## config.mk

```make
export PLATFORM = sky130hd
export DESIGN_NAME = exception_ctrl
export DESIGN_NICKNAME = d
export VERILOG_FILES = /design/src/rtl/exc_pkg.sv /design/src/rtl/exc_wait_cnt.sv /design/src/rtl/exception_ctrl.sv
export SDC_FILE = /design/constraint.sdc
export NUM_CORES = 1
export LEC_CHECK = 0
export ABC_CLOCK_PERIOD_IN_PS = 2400
export CAP_MARGIN = 10
export CORE_MARGIN = 2
export CORE_UTILIZATION = 30
export CTS_CLUSTER_DIAMETER = 30
export DETAILED_ROUTE_END_ITERATION = 8
export PLACE_DENSITY = 0.67
export SLEW_MARGIN = 25
export SYNTH_ARGS = -nofsm -noshare
export SYNTH_HDL_FRONTEND = slang
export SYNTH_SLANG_ARGS = --single-unit
export TNS_END_PERCENT = 50
```

## constraint.sdc

```tcl
create_clock -name clk -period 2.4 [get_ports clk]
set_input_delay 0.6 -clock clk [delete_from_list [all_inputs] [get_ports clk]]
set_output_delay 0.6 -clock clk [all_outputs]
set_load 0.02 [all_outputs]
```

## src/rtl/exc_pkg.sv

```systemverilog
// Shared exception-sequencer types: FSM states, cause codes and the PC-mux select
// encodings that the main control FSM also uses.
package exc_pkg;

  typedef enum logic [2:0] {
    IDLE  = 3'd0,
    SAVE  = 3'd1,
    FETCH = 3'd2,
    LOAD  = 3'd3,
    DONE  = 3'd4
  } exc_state_e;

  typedef enum logic [1:0] {
    CAUSE_NONE = 2'b00,
    CAUSE_OPC  = 2'b01,
    CAUSE_OVF  = 2'b10,
    CAUSE_DIV0 = 2'b11
  } exc_cause_e;

  localparam logic [2:0] PC_SEL_MEMVEC = 3'b101;
  localparam logic [2:0] PC_SEL_PC4    = 3'b000;

  // Simultaneous requests resolve as opcode > overflow > divide-by-zero.
  function automatic exc_cause_e pick_cause(input logic opc, input logic ovf, input logic div0);
    if (opc)       return CAUSE_OPC;
    else if (ovf)  return CAUSE_OVF;
    else if (div0) return CAUSE_DIV0;
    else           return CAUSE_NONE;
  endfunction

endpackage

```

## src/rtl/exc_wait_cnt.sv

```systemverilog
// 4-bit loadable down counter that times the memory-read wait in FETCH.
module exc_wait_cnt (
  input  logic       clk,
  input  logic       reset,
  input  logic       load_i,
  input  logic [3:0] load_val_i,
  input  logic       dec_i,
  output logic [3:0] count_o,
  output logic       zero_o
);

  logic [3:0] cnt_q, cnt_d;

  // Load wins over decrement; the count saturates at zero.
  always_comb begin
    cnt_d = cnt_q;
    if (load_i)
      cnt_d = load_val_i;
    else if (dec_i && (cnt_q != 4'd0))
      cnt_d = cnt_q - 4'd1;
  end

  always_ff @(posedge clk or posedge reset) begin
    if (reset)
      cnt_q <= 4'd0;
    else
      cnt_q <= cnt_d;
  end

  assign count_o = cnt_q;
  assign zero_o  = (cnt_q == 4'd0);

endmodule

```

## src/rtl/exception_ctrl.sv

```systemverilog
// Multicycle exception sequencer: saves EPC, fetches the handler vector byte and
// loads it into PC through the PC-source mux.
module exception_ctrl
  import exc_pkg::*;
#(
  parameter int unsigned MEM_LAT = 1,
  parameter int unsigned VEC_OPC = 253,
  parameter int unsigned VEC_OVF = 254,
  parameter int unsigned VEC_DIV = 255
) (
  input  logic        clk,
  input  logic        reset,
  input  logic        exc_opcode,
  input  logic        exc_ovf,
  input  logic        exc_div0,
  input  logic [31:0] pc_in,
  input  logic [31:0] mem_data_in,
  output logic [31:0] epc_out,
  output logic [31:0] vec_out,
  output logic [31:0] mem_addr,
  output logic        mem_read,
  output logic [2:0]  pc_src_sel,
  output logic        pc_write,
  output logic        exc_active,
  output logic        exc_done,
  output logic [1:0]  exc_cause
);

  localparam logic [3:0]  LAT_LOAD  = 4'(MEM_LAT);
  localparam logic [31:0] ADDR_OPC  = 32'(VEC_OPC);
  localparam logic [31:0] ADDR_OVF  = 32'(VEC_OVF);
  localparam logic [31:0] ADDR_DIV  = 32'(VEC_DIV);

  exc_state_e  state_q;
  exc_cause_e  cause_q;
  logic [31:0] epc_q;
  logic [31:0] vec_q;

  logic [3:0]  cnt_val;
  logic        cnt_zero;
  logic        fetch_last;
  logic        any_req;
  logic        unused_mem_hi;

  exc_wait_cnt u_wait_cnt (
    .clk        (clk),
    .reset      (reset),
    .load_i     (state_q == SAVE),
    .load_val_i (LAT_LOAD),
    .dec_i      (state_q == FETCH),
    .count_o    (cnt_val),
    .zero_o     (cnt_zero)
  );

  // A zero count in FETCH also ends the wait so the FSM can never stall there.
  assign fetch_last    = (state_q == FETCH) && ((cnt_val == 4'd1) || cnt_zero);
  assign any_req       = exc_opcode | exc_ovf | exc_div0;
  assign unused_mem_hi = ^mem_data_in[31:8];

  always_ff @(posedge clk or posedge reset) begin
    if (reset) begin
      state_q <= IDLE;
      cause_q <= CAUSE_NONE;
      epc_q   <= 32'd0;
      vec_q   <= 32'd0;
    end else begin
      case (state_q)
        IDLE: begin
          if (any_req) begin
            cause_q <= pick_cause(exc_opcode, exc_ovf, exc_div0);
            state_q <= SAVE;
          end
        end
        SAVE: begin
          epc_q   <= pc_in - 32'd4;
          state_q <= FETCH;
        end
        FETCH: begin
          if (fetch_last) begin
            vec_q   <= {24'd0, mem_data_in[7:0]};
            state_q <= LOAD;
          end
        end
        LOAD:    state_q <= DONE;
        DONE:    state_q <= IDLE;
        default: state_q <= IDLE;
      endcase
    end
  end

  always_comb begin
    mem_addr = 32'd0;
    if (state_q == FETCH) begin
      case (cause_q)
        CAUSE_OPC:  mem_addr = ADDR_OPC;
        CAUSE_OVF:  mem_addr = ADDR_OVF;
        CAUSE_DIV0: mem_addr = ADDR_DIV;
        default:    mem_addr = 32'd0;
      endcase
    end
  end

  assign epc_out    = epc_q;
  assign vec_out    = vec_q;
  assign exc_cause  = cause_q;
  assign mem_read   = (state_q == FETCH);
  assign pc_write   = (state_q == LOAD);
  assign pc_src_sel = (state_q == LOAD) ? PC_SEL_MEMVEC : PC_SEL_PC4;
  assign exc_active = (state_q != IDLE);
  assign exc_done   = (state_q == DONE);

endmodule

```

==> reports/qor.txt <==
Status: finished, final reports clean
Drt via density: 4.31
Mapped Cells: 316
Number of H-tree levels: 2
Initial DRC count: 41
Antenna cells: 0
Worst hold slack: 0.485 ns
Final Cell Area: 4330 um2
Sequential element share of the synthesized area: 42.5%
Nets: 529
Global Route Usage Sum: 13.8%
Cell Pwr Density: 1110 nW/um2
Starting Density: 31.1%
Sink Count: 49
Fraction of layout cells with a size suffix above 1: 20.8%
CTS tree: built
Post-route antenna net violation count: 0
Core Box Area: 9280 um2
Die W: 102 um
Distinct cells, synth: 38
Max frequency: 423 MHz
Congestion Overflow GR: 0
Tcrit/Tclk final: 98.4%
Detailed Place HPWL: 5730 um
Final Hold Fails: 0
Post-Syn Area per Cell: 9.14 um2
CP required: 2.63 ns
DP Cell Count: 579
Vias: 2526
Final critical-path required period: 2.36 ns
Kind of critical path: input port to flop
Cell taking the most area after synthesis: dfrtp_1
Initial antenna violation count: 0
Worst-path clk slew: 0.10 ns
Post-CTS Hold Buffers: 0
R2r setup slk: 0.62 ns
First-pass GRT wire length: 11400 um
Final non-filler cell total: 586
FP Rows: 35
Die area: 10400 um2
Worst r2r src: state_q[2]$_DFFE_PP0P_
Vias in the first global route: 2441
CTS root buf: clkbuf_8
Setup crit end kind: flop
CP Max Fanout: 7
Worst Clk Skew: 0.00974 ns
Largest net degree at the start of global routing: 50
I/O pins: 174
Min-delay src: epc_out[1]$_DFFE_PP0P_
Post-Syn Area: 2890 um2
Slew Limit Fails: 0
RSZ-0062 raised after global routing: true
Yosys Warn Count: 0
Worst-Skew Late Latency: 0.30 ns
Critical path arrival: 2.60 ns
First-pass DRT Iterations: 4
Top post-synthesis cells by area: dfrtp_1 42%, buf_4 15%, nand2_1 5.7%
Die H: 102 um
Leak: 1.95 nW
Clock Path Buffers: 2
CTS Buf Count: 5
Setup crit start kind: input port
DR DRC count: 0
Synth Register Bits: 49
Post-CTS setup buffer count: 0
Port Buffers: 100
Synthesis-to-layout area growth: 50.0%
Post-synth top area share: 42.5%
Total placed instance area: 4180 um2
Max IR drop VDD: 0.331 mV
Routed WL: 7170 um
Routed length per instance: 12.2 um
RD Place Congestion: 0.784
Final setup viols: 0
Worst Hold Class: flop to flop
Critical Path Source: pc_in[15]
Max-cap viol count: 0
[where the power goes]
group          internal (mW)  switching (mW)
Combinational           1.27            1.49
Clock                  0.304           0.281
Sequential              1.23           0.214
[cell type report]
cell class / count / area, um2
clock inverters: 2 / 35.0
clock buffers: 5 / 68.8
multi-input cells: 239 / 1420
fillers: 917 / 4950
repair buffers: 153 / 1390
inverters: 9 / 33.8
flip-flops and latches: 49 / 1230
well taps: 129 / 161
[layout by cell type (no fill, tap or decap), types with 2 or more instances in the layout]
master and instances:
ha_1 2, conb_1 49, and3b_1 2, nand4_1 2
or3b_2 2, nor3_1 13, nand4b_1 2, clkdlybuf4s50_1 85
dfrtp_1 49, or3_1 3, inv_1 8, nor3_2 2
nor2_1 16, or4_1 3, xor2_1 9, dlymetal6s2s_1 4
nor4_1 4, a31oi_1 3, nor3b_1 2, o21ai_0 26
o31ai_1 2, mux2_2 8, nand2_1 44, buf_4 52
clkbuf_8 5, or3_4 3, dlygate4sd2_1 4, buf_2 6
xnor2_1 16, nand3_1 2, or4_4 2, a21oi_1 4
or2_2 3
[worst paths after layout]
| kind | cells past startpoint | to |
|---|---|---|
| min in group asynchronous | 3 | vec_out[4]$_DFFE_PP0P_ |
| min | 2 | epc_out[1]$_DFFE_PP0P_ |
| max reg2reg | 5 | vec_out[5]$_DFFE_PP0P_ |
| max | 6 | epc_out[28]$_DFFE_PP0P_ |
| max in group asynchronous | 3 | epc_out[1]$_DFFE_PP0P_ |
| min reg2reg | 2 | epc_out[1]$_DFFE_PP0P_ |
[synth_stat cells, drive strengths merged]
library cell and n:
and3b 2, xor2 10, or4 5, o31ai 2
a21oi 4, a32oi 1, o21bai 1, and4b 1
clkbuf 10, buf 57, nor2 16, ha 3
or2 3, inv 9, and2 2, o21ai 27
nand3 2, nor4 6, or4b 1, conb 1
or3 6, nand4b 2, xnor2 16, nor4b 1
nor3b 2, or3b 2, nand4 2, mux2i 1
nor3 15, nand2 44, mux2 8, dfrtp 49
and3 1, a311o 1, a31oi 3
[repair_timing]
item	CTS	global route
cloned	0	0
endpoints found under the setup margin	17	17
pin swaps	3	3
resized for setup	35	12
[worst max-delay path, cell delays in order]
cell	delay (ns)
clkdlybuf4s50_1	0.43
or3_4	0.40
or3_4	0.44
or4_4	0.44
xor2_2	0.16
o21ai_2	0.13
[per-layer routing]
metal  global-route usage, %  wire, um  vias up
met5                       0         0        -
met4                    4.10        92        0
met3                    2.87       469        7
met2                    24.2      3520       95
met1                    17.0      3090     1187
li1                        -         -     1237
[logic make-up after synthesis]
| group | Yosys count | synth area share (%) |
|---|---|---|
| AND/OR/NAND/NOR | 113 | 20.0 |
| XOR/XNOR | 26 | 7.89 |
| AO/OA/AOI/OAI | 39 | 7.58 |
| adder cells (fa/ha/maj) | 3 | 1.30 |
| buffers and inverters | 76 | 17.2 |
| multiplexers | 9 | 3.47 |
| other | 1 | 0.130 |
| flip-flops | 49 | 42.5 |
[sequential cells by signal (all words and copies together) (netlist names)]
register / cells
epc_out: 32
exc_cause: 2
u_wait_cnt.count_o: 4
vec_out: 8
state_q: 3
[per-stage QoR]
stage | util [%] | power (mW) | setup TNS (ns) | setup slack (ns)
floorplan | - | 3.10 | -0.0360 | -0.0360
global placement | 45.0 | 4.28 | -4.50 | -0.503
detailed placement | 45.0 | 4.36 | -5.72 | -0.534
CTS | 46.1 | 4.87 | 0 | 0.00579
global route | 46.7 | 5.17 | -0.0888 | -0.0374
finish | 46.7 | 4.79 | 0 | 0.0379
Power figures use the tool's default switching activity.
==> RTL edit, RTL diff (same flow settings) <==
Change the parameter `VEC_OVF` from 254 to 128.
--- a/src/rtl/exception_ctrl.sv
+++ b/src/rtl/exception_ctrl.sv
@@ -7,3 +7,3 @@
   parameter int unsigned VEC_OPC = 253,
-  parameter int unsigned VEC_OVF = 254,
+  parameter int unsigned VEC_OVF = 128,
   parameter int unsigned VEC_DIV = 255
Formal check against the unedited RTL: not equivalent (Yosys sat finds a counterexample within 4 cycles, from zero or initial values and one cycle with reset high).
==> RTL edit against the unedited design <==
  * Sequential cell count unchanged
  * Synthesized area up 2.2%
  * Wire length up 3.6%
  * Design area up 1.1%
  * First-iteration DRC count up 73%
  * Non-clock buffer count down 3
  * Clock power up 22%
  * Sequential power about the same
  * Setup slack better by 0.050 ns
  * Power up 2.1%
==> RTL edit: results (changes against the unedited design) <==
----------------------------------------------------
[Global routing]
  Total Routing Usage GR ... 13.9% (+0.15 points)
  Global Route met1 Usage ... 16.5% (-0.50 points)
  Global routing usage on met3 ... 3.16% (+0.29 points)
  Maximum number of pins on one net before global-route repair ... 35 (-30%)
  Met2 Resource Use GR ... 25.2% (+0.93 points)
  Vias in the first global route ... 2537 (+3.9%)
  First-pass GRT wire length ... 11800 µm (+2.8%)

[Routing]
  Met3 WL ... 494 µm (+5.3%)
  Vias ... 2667 (+5.6%)
  Drt first-iter violations ... 71 (+73%)
  Amount of wire on met2 after detailed routing ... 3620 µm (+2.8%)
  Mean routed wirelength per cell ... 12.6 µm (+3.3%)

[Power and ir drop]
  Clock-net power ... 0.712 mW (+22%)
  IR Drop Worst-Case VDD ... 373 µV (+13%)
  Static Leak ... 1.94 nW (-0.56%)

[Run status]
  Run status ... completed

[Layout]
  Number of fill cells ... 960 (+4.7%)
  Post-layout net count ... 526 (-0.57%)

[Yosys]
  Mux share of post-synthesis cell area ... 3.39% (-0.073 points)
  Xor-xnor portion of the synthesized cell area ... 4.45% (-3.4 points)
  Dominant register cell in the synthesized netlist ... sky130_fd_sc_hd__dfrtp_1
  Top area cells in the synthesized netlist ... sky130_fd_sc_hd__dfrtp_1 42%, sky130_fd_sc_hd__buf_4 14%, sky130_fd_sc_hd__nand2_1 3.7%
  Area fraction in compound gates after synthesis ... 10.8% (+3.2 points)
  Commonest cells in the netlist ... 56 x sky130_fd_sc_hd__buf_4, 49 x sky130_fd_sc_hd__dfrtp_1, 29 x sky130_fd_sc_hd__nand2_1, 28 x sky130_fd_sc_hd__nor2_1, 20 x sky130_fd_sc_hd__o21ai_0
  Adder-cell share of the synthesized area ... 1.27% (-0.028 points)

[Clocking]
  Gates resized, CTS repair ... 10 (-71%)

[Worst setup path]
  Length in cells of the worst reg-to-reg path ... 4 (-1)
  Critical Path Slowest Stage Cell ... sky130_fd_sc_hd__or4_1
  Critical Path Fanout Max ... 8 (+1)

[Placement]
  Routability Congestion ... 0.804 (+2.5%)

[Timing]
  Largest clock skew in the final design ... 0.0102 ns (+0.000448 ns)

----------------------------------------------------
[RTL edit: cell count changes after synthesis, sizes merged, moves of 4 or more]
cell and delta:
a31oi +11, nand2 -15, nand3 +4, nand4 +4, nor2 +13, nor3 -11, o21ai -7, o31ai +6
or4 +5, xnor2 -11
[RTL edit: worst paths after layout]
| kind | start | end | slack (ns) |
|---|---|---|---|
| worst max-delay path | pc_in[9] | epc_out[25]$_DFFE_PP0P_ | 0.09 |
| worst min-delay path | epc_out[1]$_DFFE_PP0P_ | epc_out[1]$_DFFE_PP0P_ | 0.48 |
| worst max register to register | state_q[2]$_DFFE_PP0P_ | vec_out[3]$_DFFE_PP0P_ | 0.52 |
| worst min register to register | epc_out[1]$_DFFE_PP0P_ | epc_out[1]$_DFFE_PP0P_ | 0.48 |
| max in group asynchronous | reset | epc_out[0]$_DFFE_PP0P_ | 1.23 |
| min in group asynchronous | reset | epc_out[4]$_DFFE_PP0P_ | 0.63 |
[RTL edit: metrics by stage]
step	cells	setup WS (ns)	instance area, µm²	power [mW]	TNS, ns
6_report	588	0.0882	4380	4.90	0
5_1_grt	588	-0.0298	4380	5.26	-0.111
4_1_cts	588	0.0364	4350	4.97	0
3_5_place_dp	580	-0.292	4220	4.29	-2.79
3_3_place_gp	580	-0.255	4220	4.22	-2.29
2_1_floorplan	364	0.175	3130	3.05	0
[RTL edit: layout make-up]
cell class | count | area [µm²] | area share [%]
timing repair buffer | 150 | 1390 | 31.7
clock inverter | 3 | 68.8 | 1.57
sequential | 49 | 1230 | 28.0
inverter | 9 | 33.8 | 0.771
multi-input combinational | 239 | 1430 | 32.6
tap | 133 | 166 | 3.80
clock buffer | 5 | 68.8 | 1.57
